==> config.mk <==
export PLATFORM = sky130hd
export DESIGN_NAME = serv_immenc_flat
export DESIGN_NICKNAME = d
export VERILOG_FILES = /design/src/rtl/serv_immenc_if.sv /design/src/rtl/serv_immenc.sv /design/src/flat_wrapper.sv
export SDC_FILE = /design/constraint.sdc
export NUM_CORES = 1
export LEC_CHECK = 0
export BUFFER_PORTS_ARGS = -buffer_cell sky130_fd_sc_hd__buf_2
export CAP_MARGIN = 20
export CORE_ASPECT_RATIO = 1.25
export CORE_MARGIN = 1.5
export CORE_UTILIZATION = 43
export CTS_BUF_LIST = sky130_fd_sc_hd__clkbuf_16
export DETAILED_ROUTE_END_ITERATION = 16
export PLACE_DENSITY = 0.71
export SETUP_SLACK_MARGIN = 0.05
export SKIP_LAST_GASP = 1
export SYNTH_ARGS = -nofsm -noshare
export SYNTH_HDL_FRONTEND = slang
export SYNTH_SLANG_ARGS = --single-unit
==> constraint.sdc <==
create_clock -name i_clk -period 6.97 [get_ports i_clk]
set_input_delay 0 -clock i_clk [delete_from_list [all_inputs] [get_ports i_clk]]
set_output_delay 0 -clock i_clk [all_outputs]
set_load 0.02 [all_outputs]
==> src/rtl/serv_immenc_if.sv <==
// Result channel of the serial immediate encoder: finished instruction word
// plus its flags, transferred on a valid/ready handshake.
interface serv_immenc_if;
  logic        o_valid;
  logic        i_ready;
  logic [31:0] o_insn;
  logic        o_ovf;
  logic        o_misalign;

  modport master (output o_valid, output o_insn, output o_ovf, output o_misalign, input i_ready);
  modport slave  (input o_valid, input o_insn, input o_ovf, input o_misalign, output i_ready);
endinterface

==> src/rtl/serv_immenc.sv <==
// Bit-serial RISC-V immediate encoder: scatters an LSB-first immediate into the
// I/S/B/U/J field layout of a template instruction and offers the result.
module serv_immenc #(
  parameter bit SIGN_CHECK = 1'b1
) (
  input  logic                 i_clk,
  input  logic                 i_rst_n,
  input  logic                 i_start,
  input  logic [2:0]           i_fmt,
  input  logic [31:0]          i_tmpl,
  input  logic                 i_cnt_en,
  input  logic                 i_bit,
  output logic                 o_busy,
  serv_immenc_if.master        bus
);

  typedef enum logic [1:0] {ST_IDLE, ST_SHIFT, ST_DONE} state_t;

  localparam logic [2:0] FMT_I = 3'd0;
  localparam logic [2:0] FMT_S = 3'd1;
  localparam logic [2:0] FMT_B = 3'd2;
  localparam logic [2:0] FMT_U = 3'd3;
  localparam logic [2:0] FMT_J = 3'd4;

  typedef struct packed {
    logic       hit;
    logic [4:0] pos;
  } map_t;

  // Instruction position of immediate bit k for a given format; hit=0 means discarded.
  function automatic map_t map_bit(input logic [2:0] fmt, input logic [4:0] k);
    map_t m;
    m.hit = 1'b0;
    m.pos = 5'd0;
    case (fmt)
      FMT_I: if (k <= 5'd11) begin m.hit = 1'b1; m.pos = k + 5'd20; end
      FMT_S: begin
        if (k >= 5'd5 && k <= 5'd11) begin m.hit = 1'b1; m.pos = k + 5'd20; end
        else if (k <= 5'd4)          begin m.hit = 1'b1; m.pos = k + 5'd7;  end
      end
      FMT_B: begin
        if (k == 5'd12)                    begin m.hit = 1'b1; m.pos = 5'd31;      end
        else if (k >= 5'd5 && k <= 5'd10)  begin m.hit = 1'b1; m.pos = k + 5'd20;  end
        else if (k >= 5'd1 && k <= 5'd4)   begin m.hit = 1'b1; m.pos = k + 5'd7;   end
        else if (k == 5'd11)               begin m.hit = 1'b1; m.pos = 5'd7;       end
      end
      FMT_U: if (k >= 5'd12) begin m.hit = 1'b1; m.pos = k; end
      FMT_J: begin
        if (k == 5'd20)                    begin m.hit = 1'b1; m.pos = 5'd31;      end
        else if (k >= 5'd1 && k <= 5'd10)  begin m.hit = 1'b1; m.pos = k + 5'd20;  end
        else if (k == 5'd11)               begin m.hit = 1'b1; m.pos = 5'd20;      end
        else if (k >= 5'd12 && k <= 5'd19) begin m.hit = 1'b1; m.pos = k;          end
      end
      default: ;
    endcase
    return m;
  endfunction

  state_t      r_state;
  state_t      w_next;
  logic [4:0]  r_cnt;
  logic [31:0] r_word;
  logic [2:0]  r_fmt;
  logic        r_sign;
  logic        r_ovf;
  logic        r_misalign;

  map_t        w_map;
  logic        w_signed;
  logic [4:0]  w_sidx;
  logic        w_addr_fmt;

  always_comb begin
    // NOTE: every combinational output gets a default first so no path infers a latch.
    w_signed   = 1'b0;
    w_sidx     = 5'd11;
    w_addr_fmt = 1'b0;
    w_map      = map_bit(r_fmt, r_cnt);
    case (r_fmt)
      FMT_I, FMT_S: w_signed = 1'b1;
      FMT_B: begin w_signed = 1'b1; w_sidx = 5'd12; w_addr_fmt = 1'b1; end
      FMT_J: begin w_signed = 1'b1; w_sidx = 5'd20; w_addr_fmt = 1'b1; end
      default: ;
    endcase
  end

  // State register and datapath.
  always_ff @(posedge i_clk or negedge i_rst_n) begin
    if (!i_rst_n) begin
      // NOTE: sequential state uses non-blocking assignments so all registers update together.
      r_state    <= ST_IDLE;
      r_cnt      <= 5'd0;
      r_word     <= 32'd0;
      r_fmt      <= 3'd0;
      r_sign     <= 1'b0;
      r_ovf      <= 1'b0;
      r_misalign <= 1'b0;
    end else begin
      r_state <= w_next;
      case (r_state)
        ST_IDLE: if (i_start) begin
          r_word     <= i_tmpl;
          r_fmt      <= i_fmt;
          r_cnt      <= 5'd0;
          r_sign     <= 1'b0;
          r_ovf      <= 1'b0;
          r_misalign <= 1'b0;
        end
        ST_SHIFT: if (i_cnt_en) begin
          r_cnt <= r_cnt + 5'd1;
          if (w_map.hit) r_word[w_map.pos] <= i_bit;
          if (w_addr_fmt && r_cnt == 5'd0) r_misalign <= i_bit;
          if (SIGN_CHECK) begin
            if (w_signed && r_cnt == w_sidx) r_sign <= i_bit;
            // Sign bit is latched before any higher bit arrives, so the compare is valid.
            if (w_signed && r_cnt > w_sidx && i_bit != r_sign) r_ovf <= 1'b1;
            if (r_fmt == FMT_U && r_cnt < 5'd12 && i_bit) r_ovf <= 1'b1;
          end
        end
        default: ;
      endcase
    end
  end

  // Next-state logic.
  always_comb begin
    w_next = r_state;
    case (r_state)
      ST_IDLE:  if (i_start) w_next = ST_SHIFT;
      ST_SHIFT: if (i_cnt_en && r_cnt == 5'd31) w_next = ST_DONE;
      ST_DONE:  if (bus.i_ready) w_next = ST_IDLE;
      default:  w_next = ST_IDLE;
    endcase
  end

  // Output logic.
  always_comb begin
    o_busy         = (r_state == ST_SHIFT);
    bus.o_valid    = (r_state == ST_DONE);
    bus.o_insn     = r_word;
    bus.o_ovf      = r_ovf;
    bus.o_misalign = r_misalign;
  end

endmodule

==> src/flat_wrapper.sv <==
// flat-port wrapper written by rule: the top's interface ports become plain ports
module serv_immenc_flat 
#(
  parameter bit SIGN_CHECK = 1'b1
)
  (i_clk, i_rst_n, i_start, i_fmt, i_tmpl, i_cnt_en, i_bit, o_busy, bus_o_valid, bus_o_insn, bus_o_ovf, bus_o_misalign, bus_i_ready);
  serv_immenc_if bus_i ();
  input  logic i_clk;
  input  logic i_rst_n;
  input  logic i_start;
  input  logic [2:0] i_fmt;
  input  logic [31:0] i_tmpl;
  input  logic i_cnt_en;
  input  logic i_bit;
  output logic o_busy;
  output wire logic [$bits(bus_i.o_valid)-1:0] bus_o_valid;
  output wire logic [$bits(bus_i.o_insn)-1:0] bus_o_insn;
  output wire logic [$bits(bus_i.o_ovf)-1:0] bus_o_ovf;
  output wire logic [$bits(bus_i.o_misalign)-1:0] bus_o_misalign;
  input wire logic [$bits(bus_i.i_ready)-1:0] bus_i_ready;
  assign bus_o_valid = bus_i.o_valid;
  assign bus_o_insn = bus_i.o_insn;
  assign bus_o_ovf = bus_i.o_ovf;
  assign bus_o_misalign = bus_i.o_misalign;
  assign bus_i.i_ready = bus_i_ready;
  serv_immenc #(.SIGN_CHECK(SIGN_CHECK)) u_core (.i_clk(i_clk), .i_rst_n(i_rst_n), .i_start(i_start), .i_fmt(i_fmt), .i_tmpl(i_tmpl), .i_cnt_en(i_cnt_en), .i_bit(i_bit), .o_busy(o_busy), .bus(bus_i));
endmodule
==> results of run 1 <==
-- power by group through the flow --
| stage | clock, mW | sequential, mW | combinational (mW) |
|---|---|---|---|
| after floorplan | 0 | 0.585 | 1.16 |
| after global routing | 0.286 | 0.536 | 1.74 |
| after CTS | 0.276 | 0.513 | 1.58 |
| after global placement | 0 | 0.515 | 1.55 |
| after detailed placement | 0 | 0.519 | 1.56 |
| final | 0.272 | 0.516 | 1.59 |
-- synth_stat cells, types with 6 or more instances --
cell type / instances
ha_1: 15
nand3_1: 16
nand2_1: 44
nor3_1: 6
o31ai_1: 8
a211oi_1: 26
inv_1: 11
dfrtp_1: 45
o21a_1: 6
clkbuf_1: 9
o21ai_0: 17
and2_1: 8
buf_4: 10
buf_2: 6
a21oi_1: 23
nor2_1: 42
and3_1: 7
-- flip-flops by register name (all words and copies together), names as in the netlist --
register,count
u_core.bus.o_insn,32
u_core.r_cnt,5
u_core.r_fmt,3
u_core.r_state,2
u_core.bus.o_misalign,1
u_core.bus.o_ovf,1
u_core.r_sign,1
-- worst register-to-register path: stages (launching register included) --
cell and delay (ns):
dfrtp_1 0.77, inv_1 0.27, ha_1 0.34, a21boi_1 0.40
nand2_1 0.13, a32oi_2 0.31, a31oi_1 0.17, a2111o_1 0.43
nor3b_2 0.64, and3_1 0.33, a311oi_1 0.11
-- stage by stage --
step | total power [mW] | cell area [sq um] | hold slack [ns] | util, % | setup slack, ns
4_1_cts | 2.37 | 4520 | 0.00106 | 54.5 | 2.98
2_1_floorplan | 1.74 | 3710 | -0.296 | - | 3.79
6_report | 2.38 | 4540 | 0.00193 | 54.8 | 2.96
5_1_grt | 2.57 | 4540 | 0.00668 | 54.8 | 2.65
3_5_place_dp | 2.08 | 4050 | 0.193 | 48.9 | 2.99
3_3_place_gp | 2.06 | 4050 | 0.190 | 48.9 | 3.05
-- cell type report --
cell class,count,area share (%)
inverter,11,0.910
multi-input combinational,335,51.8
clock buffer,5,2.76
clock inverter,3,0.910
tap,97,2.67
sequential,45,24.8
timing repair buffer,111,16.1
-- kinds of logic (layout without fill, tap and decap cells) --
group	count (synthesis)	count (layout)	synth area share, %
adders and majority gates	15	15	5.06
and+or+nand+nor	157	157	21.9
buffers and inverters	42	130	6.21
muxes	1	1	0.304
DFF	45	45	30.4
AOI/OAI and AO/OA	157	157	35.0
xor gates and xnor gates	5	5	1.18
-- worst paths after layout --
| path | startpoint | end |
|---|---|---|
| worst max-delay path | u_core.r_cnt[2]$_DFFE_PN0P_ | u_core.bus.o_insn[26]$_DFFE_PN0P_ |
| worst min-delay path | i_tmpl[7] | u_core.bus.o_insn[7]$_DFFE_PN0P_ |
| worst max register to register | u_core.r_cnt[2]$_DFFE_PN0P_ | u_core.bus.o_insn[26]$_DFFE_PN0P_ |
| worst min register to register | u_core.bus.o_ovf$_DFFE_PN0P_ | u_core.bus.o_ovf$_DFFE_PN0P_ |
| max in group asynchronous | i_rst_n | u_core.r_sign$_DFFE_PN0P_ |
| min in group asynchronous | i_rst_n | u_core.bus.o_insn[21]$_DFFE_PN0P_ |
-- layer usage --
metal  track usage [%]  vias up  wire [microns]
li1                  -     1773               -
met1              29.6     1794            4340
met2              43.7      148            5670
met3              3.16       22             624
met4              9.56        0             276
met5                 0        -               0
==> results.json, run 1 <==
{
  "area_delta_synth_final_pct": 22.4,
  "synth_cells": 422,
  "internal_power_mw": 1.13,
  "synth_top_flop_cell": "dfrtp_1",
  "final_cell_mix": "buf_2 (76), dfrtp_1 (45), nand2_1 (44)",
  "die_area_sq_um": 9190,
  "initial_core_util_pct": 44.8,
  "period_share_pct": 57.5,
  "setup.worst_path.end_class": "flip-flop",
  "period_needed_ns": 4.01,
  "h-tree-depth": 2,
  "hold_class": "input pin to flip-flop",
  "final_common_cell": "buf_2",
  "startpoint_type": "flip-flop",
  "synth.area.top_cells": "dfrtp_1 (30%), a211oi_1 (5.3%), ha_1 (5.1%)",
  "ios": 77,
  "postCtsResizedCells": 0,
  "peakVddDrop_mv": 0.202,
  "status": "complete, no violations",
  "crit_fanout": 19,
  "p_leak_nw": 1.86,
  "avgSynthCellArea_sq_um": 8.79,
  "power.density_nw_per_um2": 524,
  "grt_setup_unrepaired": "no",
  "io_buffers": 76,
  "fin_nets": 565,
  "synth-async-reset-ratio_pct": 100,
  "ys_seq_elements": 45,
  "crit_buf_inv": 1,
  "slew_headroom_pct": 52.4,
  "max_stage_delay_ns": 0.77,
  "ys_warn_count": 0,
  "worstPathCellList": "inv_1, ha_1, a21boi_1, nand2_1, a32oi_2, a31oi_1, a2111o_1, nor3b_2, and3_1, a311oi_1",
  "crit_slowest_cell": "dfrtp_1",
  "nFillCells": 767,
  "ant_nets": 0,
  "cts_buffers": 5,
  "synth-edff-count": 0,
  "gr-total-overflow": 0,
  "wl_per_cell_microns": 18.0,
  "crit_cells": 10,
  "p_seq_share_pct": 21.7,
  "drcViolationCount": 0,
  "maxCapViolations": 0,
  "setup_viol": 0,
  "track_usage_pct": 24.5,
  "core_sq_um": 8290,
  "root_buffer": "clkbuf_16",
  "register_area_sq_um": 1130,
  "routabilityCongestion": 1.03,
  "critical-path-top-delay-family": "compound AO/OA/AOI/OAI gates",
  "grt_max_degree": 46,
  "hpwl_microns": 7900,
  "drv_slew": 0,
  "finalNonFillerCells": 607,
  "netlist.area_leader.share_pct": 30.4,
  "cp.required_ns": 7.13,
  "netlist_area_sq_um": 3710,
  "vias": 3737,
  "p_sw_mw": 1.25,
  "finalClockSkew_ns": 0.00361,
  "path_class": "flip-flop to flip-flop",
  "clkSlewWorstSetupHoldPaths_ns": 0.07,
  "final-hold-violation-count": 0,
  "yosys.area.top_type": "dfrtp_1",
  "hold_buffers": 30,
  "dr.pass1.iters": 4,
  "drive_above_1_share_pct": 25.3,
  "clkPwrFrac_pct": 11.5,
  "multiInputGateArea_sq_um": 2350,
  "synth_cell_type_count": 81,
  "drtIter0Drc": 169,
  "grt_pass1_vias": 3672,
  "clock_sinks": 45,
  "fmax_mhz": 250,
  "worstPathArrival_ns": 4.17,
  "placed_cells": 568,
  "ys_seq_area_share_pct": 30.4,
  "tightest_slew_ns": 0.710,
  "setup_tns_ns": 0,
  "vias_per_cell": 6.16,
  "synth_nets": 478,
  "r2r_slack_ns": 2.96,
  "wl_microns": 10900,
  "post-cts-setup-buffers": 0,
  "grt_pass1_wl_microns": 18200,
  "clockBufferDepth": 2,
  "diodes": 0,
  "reg2reg_depth": 10,
  "whs_path_depth": 3,
  "pwr-share-comb_pct": 66.8,
  "cts_tree": "built",
  "die_w_microns": 86.1,
  "rows": 37,
  "die_h_microns": 107,
  "worstSkewPairLatency_ns": 0.29,
  "antenna_found_initial": 0,
  "netSwitchingFraction_pct": 52.5
}
Power figures use the tool's default switching activity.
==> run 2, diff against run 1 <==
clock period = 4.12 ns   (was 6.97 ns; I/O delays follow)
==> run 2 against run 1 <==
Sequential share of layout area decreased by 0.23 points. Sequential power increased by 60%. Count of clock-buffer cells in the layout unchanged. Register-to-register slack got worse by 2.4 ns. Power increased by 70%. Global-route usage increased by 0.64 points. Non-clock buffer count increased by 8. The flow now finishes with violations (negative hold slack). Hold slack got worse by 0.0021 ns. Cell count increased by 1.3%.
==> results.json, run 2 (synthesis results as in run 1) <==
{
  "clock_sinks": 45,
  "pwr-share-comb_pct": 69.6,
  "clockBufferDepth": 2,
  "critical-path-top-delay-family": "compound AO/OA/AOI/OAI gates",
  "cts_buffers": 5,
  "crit_buf_inv": 0,
  "gr-total-overflow": 0,
  "clkPwrFrac_pct": 10.0,
  "met2_usage_pct": 45.1,
  "drive_above_1_share_pct": 26.4,
  "die_w_microns": 86.1,
  "startpoint_type": "flip-flop",
  "largest_register_ffs": 32,
  "wl_microns": 11400,
  "worstPathArrival_ns": 3.73,
  "clkSlewWorstSetupHoldPaths_ns": 0.07,
  "crit_fanout": 16,
  "finalNonFillerCells": 615,
  "drcViolationCount": 0,
  "period_needed_ns": 3.56,
  "root_buffer": "clkbuf_16",
  "final_common_cell": "buf_2",
  "grt_busiest_layer": "met2",
  "cts_tree": "built",
  "tightest_slew_ns": 0.825,
  "vias": 3727,
  "final-hold-violation-count": 1,
  "placed_cells": 575,
  "crit_slowest_cell": "dfrtp_1",
  "track_usage_pct": 25.1,
  "grt_pass1_vias": 3717,
  "hold_start": "i_tmpl[31]",
  "h-tree-depth": 2,
  "fin_ws_ns": 0.556,
  "holdWs_ns": -0.000174,
  "wl_per_cell_microns": 18.5,
  "internal_power_mw": 1.89,
  "violations": "negative hold slack",
  "grt_max_degree": 46,
  "diodes": 0,
  "drv_slew": 0,
  "peakVddDrop_mv": 0.304,
  "final_cell_mix": "buf_2 (76), dfrtp_1 (45), nand2_1 (44)",
  "core_sq_um": 8290,
  "p_leak_nw": 1.90,
  "path_class": "flip-flop to flip-flop",
  "routabilityCongestion": 0.992,
  "grt_setup_unrepaired": "no",
  "die_h_microns": 107,
  "maxCapViolations": 0,
  "max_stage_delay_ns": 0.56,
  "drtIter0Drc": 258,
  "setup.worst_path.end_class": "flip-flop",
  "ios": 77,
  "post-cts-setup-buffers": 0,
  "p_sw_mw": 2.16,
  "slew_headroom_pct": 45.0,
  "initial_core_util_pct": 44.8,
  "rr_startpoint": "u_core.r_cnt[0]$_DFFE_PN0P_",
  "hpwl_microns": 8260,
  "fin_nets": 573,
  "hold_class": "input pin to flip-flop",
  "startpoint": "u_core.r_cnt[0]$_DFFE_PN0P_",
  "antenna_found_initial": 0,
  "worstSkewPairLatency_ns": 0.29,
  "met3_usage_pct": 3.77,
  "ant_nets": 0,
  "crit_path_frequent_cell": "a21boi_1",
  "worstPathCellList": "ha_1, a21boi_1, nand2_1, a32oi_2, a31oi_1, a2111oi_2, nand3_2, o31ai_1, a21boi_1",
  "p_seq_share_pct": 20.4,
  "area_delta_synth_final_pct": 23.5,
  "status": "complete, but fails checks",
  "dr.pass1.iters": 4,
  "utilization_pct": 55.3,
  "use_met1_pct": 29.4,
  "vias_per_cell": 6.06,
  "power.density_nw_per_um2": 884,
  "cp.required_ns": 4.29,
  "netSwitchingFraction_pct": 53.3,
  "pre_cts_ws_ns": 0.700,
  "finalClockSkew_ns": 0.00957,
  "rows": 37,
  "setup_viol": 0,
  "grt_pass1_wl_microns": 18500,
  "die_area_sq_um": 9190,
  "io_buffers": 76,
  "fmax_mhz": 281,
  "setup_tns_ns": 0,
  "period_share_pct": 86.5
}
## run 2: cell count changes in the layout (fill, tap and decap cells not counted)
cell / change
buf_4: +7
bufinv_16: -1
clkinv_1: -1
clkinv_2: +1
dlygate4sd3_1: +1
inv_6: +1
## run 2: worst paths after layout
path	end	slack [ns]	cells after the start
max	u_core.bus.o_insn[24]$_DFFE_PN0P_	0.56	9
min	u_core.bus.o_insn[31]$_DFFE_PN0P_	-0.0002	3
max reg2reg	u_core.bus.o_insn[24]$_DFFE_PN0P_	0.56	9
min reg2reg	u_core.bus.o_ovf$_DFFE_PN0P_	0.50	2
max in group asynchronous	u_core.bus.o_ovf$_DFFE_PN0P_	3.55	3
min in group asynchronous	u_core.bus.o_insn[17]$_DFFE_PN0P_	0.10	2
## run 2: cell type report
cell class / count / area (sq um)
fillers: 751 / 3710
clock inverters: 3 / 21.3
inverters: 11 / 41.3
clock buffers: 5 / 125
well taps: 97 / 121
multi-input cells: 335 / 2350
flip-flops and latches: 45 / 1130
repair buffers: 119 / 793
## run 2: timing repair
action	in CTS	in global routing
resized for setup	0	0
hold buffers	31	0
hold endpoints to repair	75	0
## run 2: routing by layer
layer	vias up	wire length [microns]
met5	-	0
met4	0	305
met3	20	669
met2	149	5870
met1	1770	4530
li1	1788	-
## run 2: worst reg2reg max path, cell delays in order, from the launching register on
cell,delay [ns]
dfrtp_1,0.56
ha_1,0.38
a21boi_1,0.43
nand2_1,0.12
a32oi_2,0.33
a31oi_1,0.20
a2111oi_2,0.53
nand3_2,0.40
o31ai_1,0.38
a21boi_1,0.11
## run 2: stage by stage
stage | instance area, sq um | power, mW
floorplan | 3710 | 2.95
global placement | 4100 | 3.54
detailed placement | 4100 | 3.58
CTS | 4560 | 4.02
global route | 4580 | 4.34
finish | 4580 | 4.05
## run 2: power groups by stage
stage / registers (mW) / clock network [mW] / logic, mW
2_1_floorplan: 0.990 / 0 / 1.96
4_1_cts: 0.826 / 0.414 / 2.78
5_1_grt: 0.852 / 0.433 / 3.05
3_3_place_gp: 0.829 / 0 / 2.71
6_report: 0.828 / 0.405 / 2.82
3_5_place_dp: 0.835 / 0 / 2.75
==> run 3, diff against run 2 <==
CELL_PAD_IN_SITES_DETAIL_PLACEMENT = 1   (was default)
CELL_PAD_IN_SITES_GLOBAL_PLACEMENT = 2   (was default)
CORE_UTILIZATION = 33   (was 43)
PLACE_DENSITY = 0.86   (was 0.71)
==> run 3 against run 2 <==
The run now ends clean. Fmax is 0.56% higher. Register-to-register slack better by 0.02 ns. Combinational power is 2% higher. Sequential cell count stayed put. Die area is 29% higher. Clock power is 3% higher. Non-clock buffer count is 1 higher. Core utilization is 13 points lower. Via count is 0.99% higher. Global-route usage is 3.6 points lower. Count of clock-buffer cells in the layout stayed put. Critical path type unchanged. Largest cell class unchanged.
==> results.json, run 3 (synthesis results as in run 1) <==
{
  "drtIter0Drc": 154,
  "final-hold-violation-count": 0,
  "tightest_slew_ns": 0.853,
  "total_power_mw": 4.12,
  "pwr-share-comb_pct": 70.0,
  "holdWs_ns": 0.00599,
  "hold_class": "input pin to flip-flop",
  "root_buffer": "clkbuf_16",
  "p_sw_mw": 2.23,
  "drive_above_1_share_pct": 26.4,
  "final_common_cell": "buf_2",
  "finalNonFillerCells": 654,
  "die_w_microns": 97.8,
  "routabilityCongestion": 0.943,
  "highest_layer": "met4",
  "drcViolationCount": 0,
  "grt_pass1_wl_microns": 20700,
  "worstPathArrival_ns": 3.73,
  "r2r_slack_ns": 0.58,
  "vias": 3764,
  "track_usage_pct": 21.5,
  "wl_microns": 12800,
  "die_h_microns": 122,
  "period_share_pct": 86.0,
  "worstSkewPairLatency_ns": 0.29,
  "core_sq_um": 11000,
  "cts_tree": "built",
  "period_needed_ns": 3.54,
  "diodes": 0,
  "nFillCells": 1310,
  "gr-total-overflow": 0,
  "final_cell_area_sq_um": 4640,
  "antenna_found_initial": 0,
  "met3_wirelength_microns": 427,
  "maxCapViolations": 0,
  "register_area_sq_um": 1130,
  "clockBufferDepth": 2,
  "grt_setup_unrepaired": "no",
  "multiInputGateArea_sq_um": 2350,
  "peakVddDrop_mv": 0.222,
  "initial_core_util_pct": 33.6,
  "p_seq_share_pct": 19.9,
  "path_class": "flip-flop to flip-flop",
  "io_buffers": 76,
  "placed_cells": 613,
  "wl_per_cell_microns": 19.6,
  "dr.pass1.iters": 4,
  "die_area_sq_um": 11900,
  "final_cell_mix": "buf_2 (76), dfrtp_1 (45), nand2_1 (44)",
  "crit_fanout": 8,
  "cts_buffers": 5,
  "setup_viol": 0,
  "drv_slew": 0,
  "fmax_mhz": 282,
  "netSwitchingFraction_pct": 54.0,
  "area_delta_synth_final_pct": 25.1,
  "status": "complete, no violations",
  "h-tree-depth": 2,
  "setup.worst_path.end_class": "flip-flop",
  "fin_nets": 574,
  "ant_nets": 0,
  "rows": 43,
  "startpoint_type": "flip-flop",
  "clkSlewWorstSetupHoldPaths_ns": 0.07,
  "ios": 77,
  "vias_per_cell": 5.76,
  "grt_max_degree": 46,
  "setup_tns_ns": 0,
  "clkPwrFrac_pct": 10.1,
  "power.density_nw_per_um2": 889,
  "hpwl_microns": 9380,
  "place_area_sq_um": 4150,
  "met1Wirelength_microns": 5280,
  "postCtsResizedCells": 0,
  "largest_register_ffs": 32,
  "slew_headroom_pct": 43.2,
  "dr_wl_met2_microns": 6750,
  "cp.required_ns": 4.31,
  "grt_pass1_vias": 4005,
  "clock_sinks": 45,
  "p_leak_nw": 1.90,
  "internal_power_mw": 1.89,
  "finalClockSkew_ns": 0.00862
}
==> run 3: changes by cell type in the layout (fill, tap and decap cells not counted), sizes merged <==
cell,delta
dlygate4sd3,+1
==> run 3: path summary, 6_finish.rpt <==
check | start | endpoint | depth (start not counted)
hold reg to reg | u_core.bus.o_ovf$_DFFE_PN0P_ | u_core.bus.o_ovf$_DFFE_PN0P_ | 2
min in group asynchronous | i_rst_n | u_core.bus.o_insn[30]$_DFFE_PN0P_ | 2
max in group asynchronous | i_rst_n | u_core.r_cnt[1]$_DFFE_PN0P_ | 3
hold / removal | i_tmpl[5] | u_core.bus.o_insn[5]$_DFFE_PN0P_ | 2
setup reg to reg | u_core.r_cnt[2]$_DFFE_PN0P_ | u_core.bus.o_insn[31]$_DFFE_PN0P_ | 11
setup / recovery | u_core.r_cnt[2]$_DFFE_PN0P_ | u_core.bus.o_insn[31]$_DFFE_PN0P_ | 11
==> run 3: cell type report <==
type / count / area share (%)
multi-input cells: 335 / 50.7
flip-flops and latches: 45 / 24.3
repair buffers: 120 / 17.3
well taps: 135 / 3.64
clock buffers: 5 / 2.70
inverters: 11 / 0.890
clock inverters: 3 / 0.459
==> run 3: layer usage <==
metal	GRT usage [%]	vias up
li1	-	1794
met1	24.9	1855
met2	40.1	91
met3	2.59	24
met4	8.48	0
met5	0	-
==> run 3: per-stage QoR <==
step / worst slack [ns] / util [%]
after floorplan: 0.941 / -
after global placement: 0.731 / 37.6
after detailed placement: 0.647 / 37.6
after CTS: 0.614 / 41.9
after global routing: 0.149 / 42.1
final: 0.576 / 42.1
==> run 3: worst max-delay path, stage by stage (launching register included) <==
cell and delay, ns:
dfrtp_1 0.50, inv_1 0.19, ha_1 0.31, a21boi_2 0.29, o311ai_0 0.18, a2111oi_0 0.50
buf_4 0.19, o31ai_2 0.09, and3_1 0.30, nor3_1 0.48, a211oi_1 0.17, a211oi_1 0.24
==> run 3: power groups by stage <==
stage	Combinational [mW]	Clock [mW]	Sequential, mW
6_report	2.88	0.416	0.821
4_1_cts	2.87	0.427	0.820
5_1_grt	3.13	0.437	0.853
3_5_place_dp	2.83	0	0.829
2_1_floorplan	1.96	0	0.990
3_3_place_gp	2.79	0	0.821
==> run 3: what timing repair did <==
item                                   in CTS  in global routing
buffers inserted                            0                  0
endpoints found under the hold margin      76                  0
hold buffers                               32                  0
